$ cat src/rtl/cpu_ctrl_fsm.sv
// rtl/cpu_ctrl_fsm.sv - multi-cycle CPU control FSM, Moore-decoded datapath controls (optional macro CPU_FSM_PERF_EN)
module cpu_ctrl_fsm #(
   parameter int MEM_WAIT = 1,
   parameter int TYPE_W   = 3
) (
   input  logic              clk,
   input  logic              reset,
   input  logic [TYPE_W-1:0] instr_type,
   input  logic              cond_true,
   input  logic              resume,
   output logic              PC_enable,
   output logic              PC_load,
   output logic              IR_enable,
   output logic              R_enable,
   output logic              ALU_Bus_enable,
   output logic              reg_read,
   output logic              WrtBrm_en,
   output logic              halted,
   output logic              illegal,
   output logic [3:0]        state_o,
   output logic [15:0]       instr_count
);

   typedef enum logic [3:0] {
      S_FETCH      = 4'd0,
      S_DECODE     = 4'd1,
      S_EXEC_R     = 4'd2,
      S_STORE      = 4'd3,
      S_STORE_HOLD = 4'd4,
      S_LOAD       = 4'd5,
      S_LOAD_WAIT  = 4'd6,
      S_LOAD_WB    = 4'd7,
      S_BRANCH     = 4'd8,
      S_JUMP       = 4'd9,
      S_HALT       = 4'd10
   } state_t;

   // LOAD_WAIT lasts while the counter walks from MEM_WAIT-1 down to 0
   localparam logic [3:0] WAIT_INIT = (MEM_WAIT > 0) ? 4'(MEM_WAIT - 1) : 4'd0;

   state_t      r_state;
   state_t      w_next;
   logic [3:0]  r_wait;
   logic        r_cond;
   logic        r_illegal;
   logic        w_set_illegal;
   logic        w_cap_cond;

   // State, wait counter, captured branch condition and sticky illegal flag
   always_ff @(posedge clk or negedge reset) begin
      if (!reset) begin
         r_state   <= S_FETCH;
         r_wait    <= 4'd0;
         r_cond    <= 1'b0;
         r_illegal <= 1'b0;
      end else begin
         r_state <= w_next;
         if (r_state == S_LOAD) begin
            r_wait <= WAIT_INIT;
         end else if (r_state == S_LOAD_WAIT && r_wait != 4'd0) begin
            r_wait <= r_wait - 4'd1;
         end
         if (w_cap_cond) begin
            r_cond <= cond_true;
         end
         if (w_set_illegal) begin
            r_illegal <= 1'b1;
         end
      end
   end

   // Next-state selection and Moore output decode from the registered state
   always_comb begin
      w_next         = S_FETCH;
      w_set_illegal  = 1'b0;
      w_cap_cond     = 1'b0;
      PC_enable      = 1'b0;
      PC_load        = 1'b0;
      IR_enable      = 1'b0;
      R_enable       = 1'b0;
      ALU_Bus_enable = 1'b0;
      reg_read       = 1'b0;
      WrtBrm_en      = 1'b0;
      halted         = 1'b0;
      case (r_state)
         S_FETCH: begin
            IR_enable      = 1'b1;
            ALU_Bus_enable = 1'b1;
            w_next         = S_DECODE;
         end
         S_DECODE: begin
            PC_enable      = 1'b1;
            ALU_Bus_enable = 1'b1;
            if (instr_type == TYPE_W'(0)) begin
               w_next = S_EXEC_R;
            end else if (instr_type == TYPE_W'(1)) begin
               w_next = S_STORE;
            end else if (instr_type == TYPE_W'(2)) begin
               w_next = S_LOAD;
            end else if (instr_type == TYPE_W'(3)) begin
               w_next     = S_BRANCH;
               w_cap_cond = 1'b1;
            end else if (instr_type == TYPE_W'(4)) begin
               w_next = S_JUMP;
            end else if (instr_type == TYPE_W'(5)) begin
               w_next = S_HALT;
            end else begin
               w_next        = S_FETCH;
               w_set_illegal = 1'b1;
            end
         end
         S_EXEC_R: begin
            R_enable       = 1'b1;
            ALU_Bus_enable = 1'b1;
         end
         S_STORE: begin
            reg_read  = 1'b1;
            WrtBrm_en = 1'b1;
            w_next    = S_STORE_HOLD;
         end
         S_STORE_HOLD: begin
            ALU_Bus_enable = 1'b1;
         end
         S_LOAD: begin
            reg_read = 1'b1;
            w_next   = (MEM_WAIT > 0) ? S_LOAD_WAIT : S_LOAD_WB;
         end
         S_LOAD_WAIT: begin
            reg_read = 1'b1;
            w_next   = (r_wait == 4'd0) ? S_LOAD_WB : S_LOAD_WAIT;
         end
         S_LOAD_WB: begin
            R_enable = 1'b1;
            reg_read = 1'b1;
         end
         S_BRANCH: begin
            PC_load = r_cond;
         end
         S_JUMP: begin
            PC_load = 1'b1;
         end
         S_HALT: begin
            halted = 1'b1;
            w_next = resume ? S_FETCH : S_HALT;
         end
         default: begin
            w_next = S_FETCH;
         end
      endcase
   end

   assign illegal = r_illegal;
   assign state_o = r_state;

`ifdef CPU_FSM_PERF_EN
   logic        w_retire;
   logic [15:0] r_count;

   // Only completed instructions count; illegal aborts from DECODE do not
   assign w_retire = (r_state == S_EXEC_R) || (r_state == S_STORE_HOLD) ||
                     (r_state == S_LOAD_WB) || (r_state == S_BRANCH) ||
                     (r_state == S_JUMP) || (r_state == S_HALT && resume);

   // Retired-instruction counter, wraps naturally at 16 bits
   always_ff @(posedge clk or negedge reset) begin
      if (!reset) begin
         r_count <= 16'd0;
      end else if (w_retire) begin
         r_count <= r_count + 16'd1;
      end
   end

   assign instr_count = r_count;
`else
   assign instr_count = 16'd0;
`endif

endmodule
$ cat config.mk
export PLATFORM = sky130hd
export DESIGN_NAME = cpu_ctrl_fsm
export DESIGN_NICKNAME = d
export VERILOG_FILES = /design/src/rtl/cpu_ctrl_fsm.sv
export SDC_FILE = /design/constraint.sdc
export NUM_CORES = 1
export LEC_CHECK = 0
export CORE_MARGIN = 3
export CORE_UTILIZATION = 41
export CTS_CLUSTER_SIZE = 25
export DETAILED_ROUTE_END_ITERATION = 8
export GPL_TIMING_DRIVEN = 0
export HOLD_SLACK_MARGIN = 0.03
export MAX_ROUTING_LAYER = met4
export PLACE_DENSITY = 0.78
export SYNTH_ARGS = -nofsm -noshare
export SYNTH_HDL_FRONTEND = slang
export SYNTH_SLANG_ARGS = --single-unit
$ cat constraint.sdc
create_clock -name clk -period 1.9 [get_ports clk]
set_input_delay 0.285 -clock clk [delete_from_list [all_inputs] [get_ports clk]]
set_output_delay 0.285 -clock clk [all_outputs]
set_load 0.02 [all_outputs]
Word level (Yosys, flattened, before mapping)

Cells that the tools add are included.

Muxes and demuxes: 31
Equality and inequality tests: 15
Add/sub/neg operators: 1
Reductions and logical operators: 9

Operator list:

| operator                                                            | count |
|---|---|
| 4-bit two-way mux                                                   | 9 |
| 4-bit case mux with 6 select lines                                  | 1 |
| 1-bit two-way mux                                                   | 20 |
| 4-bit by 3-bit == test with 1-bit output (second input constant)    | 4 |
| 4-bit == test (second input constant)                               | 3 |
| 4-bit by 2-bit == test with 1-bit output (second input constant)    | 2 |
| 4-bit logical NOT                                                   | 2 |
| 4-bit OR reduction                                                  | 2 |
| 3-bit by 2-bit == test with 1-bit output (second input constant)    | 2 |
| 3-bit == test (second input constant)                               | 2 |
| 4-bit by 1-bit == test with 1-bit output (second input constant)    | 1 |
| 4-bit nonzero test                                                  | 1 |
| 4-bit by 1-bit subtractor with 4-bit output (second input constant) | 1 |
| 3-bit by 1-bit == test with 1-bit output (second input constant)    | 1 |
| 3-bit logical NOT                                                   | 1 |
| 1-bit case mux with 2 select lines                                  | 1 |
| 2-bit nonzero test                                                  | 1 |
| 2-bit OR reduction                                                  | 1 |
| 1-bit logical AND                                                   | 1 |

Bits of input ports: 7
Output and inout bits: 29
Flip-flop bits (word level): 10

Longest topological paths before layout

Depth after elaboration: 8
Depth in mapped cells: 5

Least setup slack after synthesis

No wires, ideal clock.

Path type: register to output
From: register r_state[0] (netlist: state_o[0])
To: output port IR_enable
Data required time: 1.615 ns
Data arrival time: 1.552 ns
Buffers on the path: 2
Path slack: 0.063 ns
Stages on the path, launching flop included: 4
Cells stage by stage: dfrtp_1 -> buf_2 -> buf_2 -> nor4_1

Word-level cells in the longest chain between the ends: 2

Ends and longest elaborated chain:

| what                   | line | text |
|---|---|---|
| start, declared        | 41   | `state_t r_state;` |
| start signal, assigned | 57   | `r_state <= w_next;` |
| 4-bit logical NOT      | 85   | `case (r_state)` |
| 1-bit two-way mux      | 85   |  |
| end, declared          | 13   | `output logic IR_enable,` |

No other way between the ends.

Worst setup path in the final report

From: register r_state[2] (netlist: state_o[2])
To: output port R_enable

Word-level cells in the longest chain between the ends: 3

Ends and longest elaborated chain:

| what                                                                                                 | line | text |
|---|---|---|
| 4-bit by 3-bit == test with 1-bit output or 4-bit by 2-bit == test with 1-bit output (tied branches) | 85   |  |
| 2-bit OR reduction (no line) (*)                                                                     | n/a  |  |
| 1-bit two-way mux (*)                                                                                | 85   |  |
| end, declared                                                                                        | 14   | `output logic R_enable,` |

Mark *: on every way between the ends. The rest lies on a longest branch, timed or not.

==> flow_metrics.env <==
export IMPL_status="finished, final reports clean"
export IMPL_grt_util_all_layers_pct=16.5
export IMPL_power_frac_seq_pct=23.3
export IMPL_cp_end_kind="output port"
export IMPL_root_buffer="clkbuf_4"
export IMPL_cp_arrival_ns=1.53
export IMPL_setup_viol=0
export IMPL_p_leak_nw=0.536
export IMPL_hp_class="in2async"
export IMPL_startpoint_type="flop"
export IMPL_wl_per_cell_microns=12.0
export IMPL_total_power_mw=1.42
export IMPL_timing_final_crit_period_ns=1.82
export IMPL_vias=765
export IMPL_grt_pass1_wl_microns=3180
export IMPL_post_route_util_pct=61.6
export IMPL_fmax_mhz=550
export IMPL_r2r_cells=5
export IMPL_rsz0062_at_grt="true"
export IMPL_synth_cells=94
export IMPL_ys_warn_count=0
export IMPL_dieArea_sq_mm=0.00263
export IMPL_fp_coreArea_sq_mm=0.00184
export IMPL_yosysSeqAreaShare_pct=29.7
export IMPL_slew_violations=0
export IMPL_ios=36
export IMPL_ys_top_cells_by_area="dfrtp_1, buf_4, nor3_1"
export IMPL_drc=0
export IMPL_cts_setup_buffers=0
export IMPL_cts_tree="done"
export IMPL_rows=15
export IMPL_worstSetupPathType="reg2out"
export IMPL_grt_max_degree=11
export IMPL_synth_top_area_share_pct=29.7
export IMPL_die_w_microns=51.3
export IMPL_p_comb_share_pct=66.1
export IMPL_cts_max_level=1
export IMPL_fillCellCount=171
export IMPL_intPower_mw=0.734
export IMPL_period_share_pct=95.8
export IMPL_dp_hpwl_microns=1480
export IMPL_die_h_microns=51.3
export IMPL_drt_pass1_iterations=4
export IMPL_r2r_setup_slack_ns=0.36
export IMPL_netlist_area_sq_um=842
export IMPL_worst_slack_ns=0.0803
export IMPL_overflow=0
export IMPL_path_clk_slew_ns=0.07
export IMPL_clockBufferDepth=2
export IMPL_path_max_fanout=10
export IMPL_clockPowerShare_pct=10.6
export IMPL_multiInputGateArea_sq_um=494
export IMPL_switchingPower_mw=0.687
export IMPL_layout_drive_gt1_share_pct=32.1
export IMPL_rr_startpoint="r_wait[0]$_DFFE_PN0P_"
export IMPL_synth_area_per_cell_sq_um=8.96
export IMPL_yosysUniqueCellTypes=38
export IMPL_via_per_inst=4.90
export IMPL_hold_viol_final=0
export IMPL_final_antenna_net_count=0
export IMPL_switching_share_pct=48.3
export IMPL_p_per_area_mw_per_mm2=1250
export IMPL_post_place_ws_ns=-0.107
export IMPL_postLayoutCellArea_sq_mm=0.00113
export IMPL_area_growth_pct=34.6
export IMPL_synth_area_leader_cell="dfrtp_1"
export IMPL_portBuffers=19
export IMPL_finalClockSkew_ns=0.000554
export IMPL_grt_pass1_vias=733
export IMPL_gp_congestion=0.842
export IMPL_final_nets=141
export IMPL_cts_sinks=10
export IMPL_clk_latency_ns=0.27
export IMPL_drt_wl_total_microns=1880
export IMPL_cts_made_buffers=3
export IMPL_ir_drop_mv=0.726
export IMPL_antenna_found_initial=0
export IMPL_seqCellArea_sq_um=251
export IMPL_cp_data_required_time_ns=1.62
export IMPL_ys_ff_latch=10
export IMPL_postPlaceCellArea_sq_mm=0.00112
export IMPL_maxCapViolCount=0
export IMPL_reg2reg_to="r_wait[0]$_DFFE_PN0P_"
export IMPL_setup_tns_ns=0
export IMPL_initial_utilization_pct=45.8
export IMPL_drt_iter0_drc=10
export IMPL_diodes=0
==> cell families (layout without fill, tap and decap cells) <==
kind of cell             count (synthesis)  in the layout  share of synthesized area (%)
AO/OA/AOI/OAI                           20             20                           17.8
buffers and inverters                   25             47                           19.8
other                                    1             16                          0.445
AND/OR/NAND/NOR                         34             34                           27.3
adder cells (fa/ha/maj)                  1              1                           1.49
multiplexers                             1              1                           1.34
flip-flops                              10             10                           29.7
XOR/XNOR                                 2              2                           2.08
==> critical path, cell delays in order, from the launching register on <==
cell             delay, ns
dfrtp_1               0.45
buf_6                 0.18
xor2_1                0.14
nor3_1                0.16
clkdlybuf4s15_1       0.34
==> synth_stat cells, drive strengths merged <==
cell	number
a31o	1
and3	1
or3	1
o2bb2ai	2
and3b	1
ha	1
and2b	1
a32oi	2
or3b	2
nor4b	3
o21ai	4
conb	1
o31ai	2
nor3b	1
mux2	1
inv	4
dfrtp	10
o311ai	3
o21bai	1
xnor2	1
nor2b	1
nor3	6
o211ai	1
buf	21
nand2	5
nand2b	3
a2111oi	1
nor2	5
nor4	1
a21oi	3
nand3	2
xor2	1
and4bb	1
==> area by class of cell <==
cell class	count	share of cell area (%)
plain buffers	21	13.8
clock buffers	3	1.99
inverters	4	1.32
multi-input cells	74	43.6
flip-flops and latches	10	22.2
well taps	25	2.76
repair buffers	19	14.3
==> placed cells by master (no fill, tap or decap), types with 3 or more instances in the layout <==
cell type / Yosys / final
buf_4: 16 / 18
clkbuf_4: 0 / 3
nand2b_1: 3 / 3
o21ai_0: 4 / 4
inv_1: 4 / 4
dfrtp_1: 10 / 9
conb_1: 1 / 16
nor2_1: 5 / 4
buf_2: 4 / 4
clkdlybuf4s50_1: 0 / 11
nand2_1: 5 / 5
clkbuf_2: 0 / 3
nor3_1: 6 / 6
==> power groups by stage <==
stage	clock (mW)	sequential (mW)	combinational, mW
2_1_floorplan	0	0.369	0.580
3_3_place_gp	0	0.326	0.953
3_5_place_dp	0	0.330	0.959
4_1_cts	0.153	0.330	0.934
5_1_grt	0.165	0.339	1.02
6_report	0.150	0.331	0.940
==> state kept, by name (all words and copies together) (netlist names) <==
register	count
r_wait	4
r_cond	1
state_o	4
illegal	1
==> worst max-delay path by stage <==
stage	from	to	slack, ns	depth (start not counted)
floorplan	state_o[0]$_DFF_PN0_	IR_enable	0.06	3
global placement	state_o[0]$_DFF_PN0_	PC_load	-0.10	5
detailed placement	state_o[0]$_DFF_PN0_	PC_load	-0.11	5
CTS	state_o[1]$_DFF_PN0_	ALU_Bus_enable	0.0003	5
global route	state_o[2]$_DFF_PN0_	R_enable	-0.001	4
finish	state_o[2]$_DFF_PN0_	R_enable	0.08	4
==> routing by layer <==
layer / vias to the layer above / wire, microns / track usage (%)
met2: 22 / 974 / 28.1
met4: 0 / 0 / 3.93
met1: 363 / 787 / 18.5
met3: 0 / 116 / 5.83
met5: - / 0 / -
li1: 380 / - / -
==> what timing repair did <==
action / CTS / global route
setup endpoints to repair: 8 / 6
endpoints found under the hold margin: 0 / 0
resized for setup: 20 / 11
hold buffers: 0 / 0
==> per-stage QoR <==
step	hold WS [ns]	cells
final	0.340	156
after global routing	0.370	156
after CTS	0.360	156
after detailed placement	0.465	153
after global placement	0.456	153
after floorplan	-0.0106	109
Note: power is estimated with default switching activity, not from simulation.
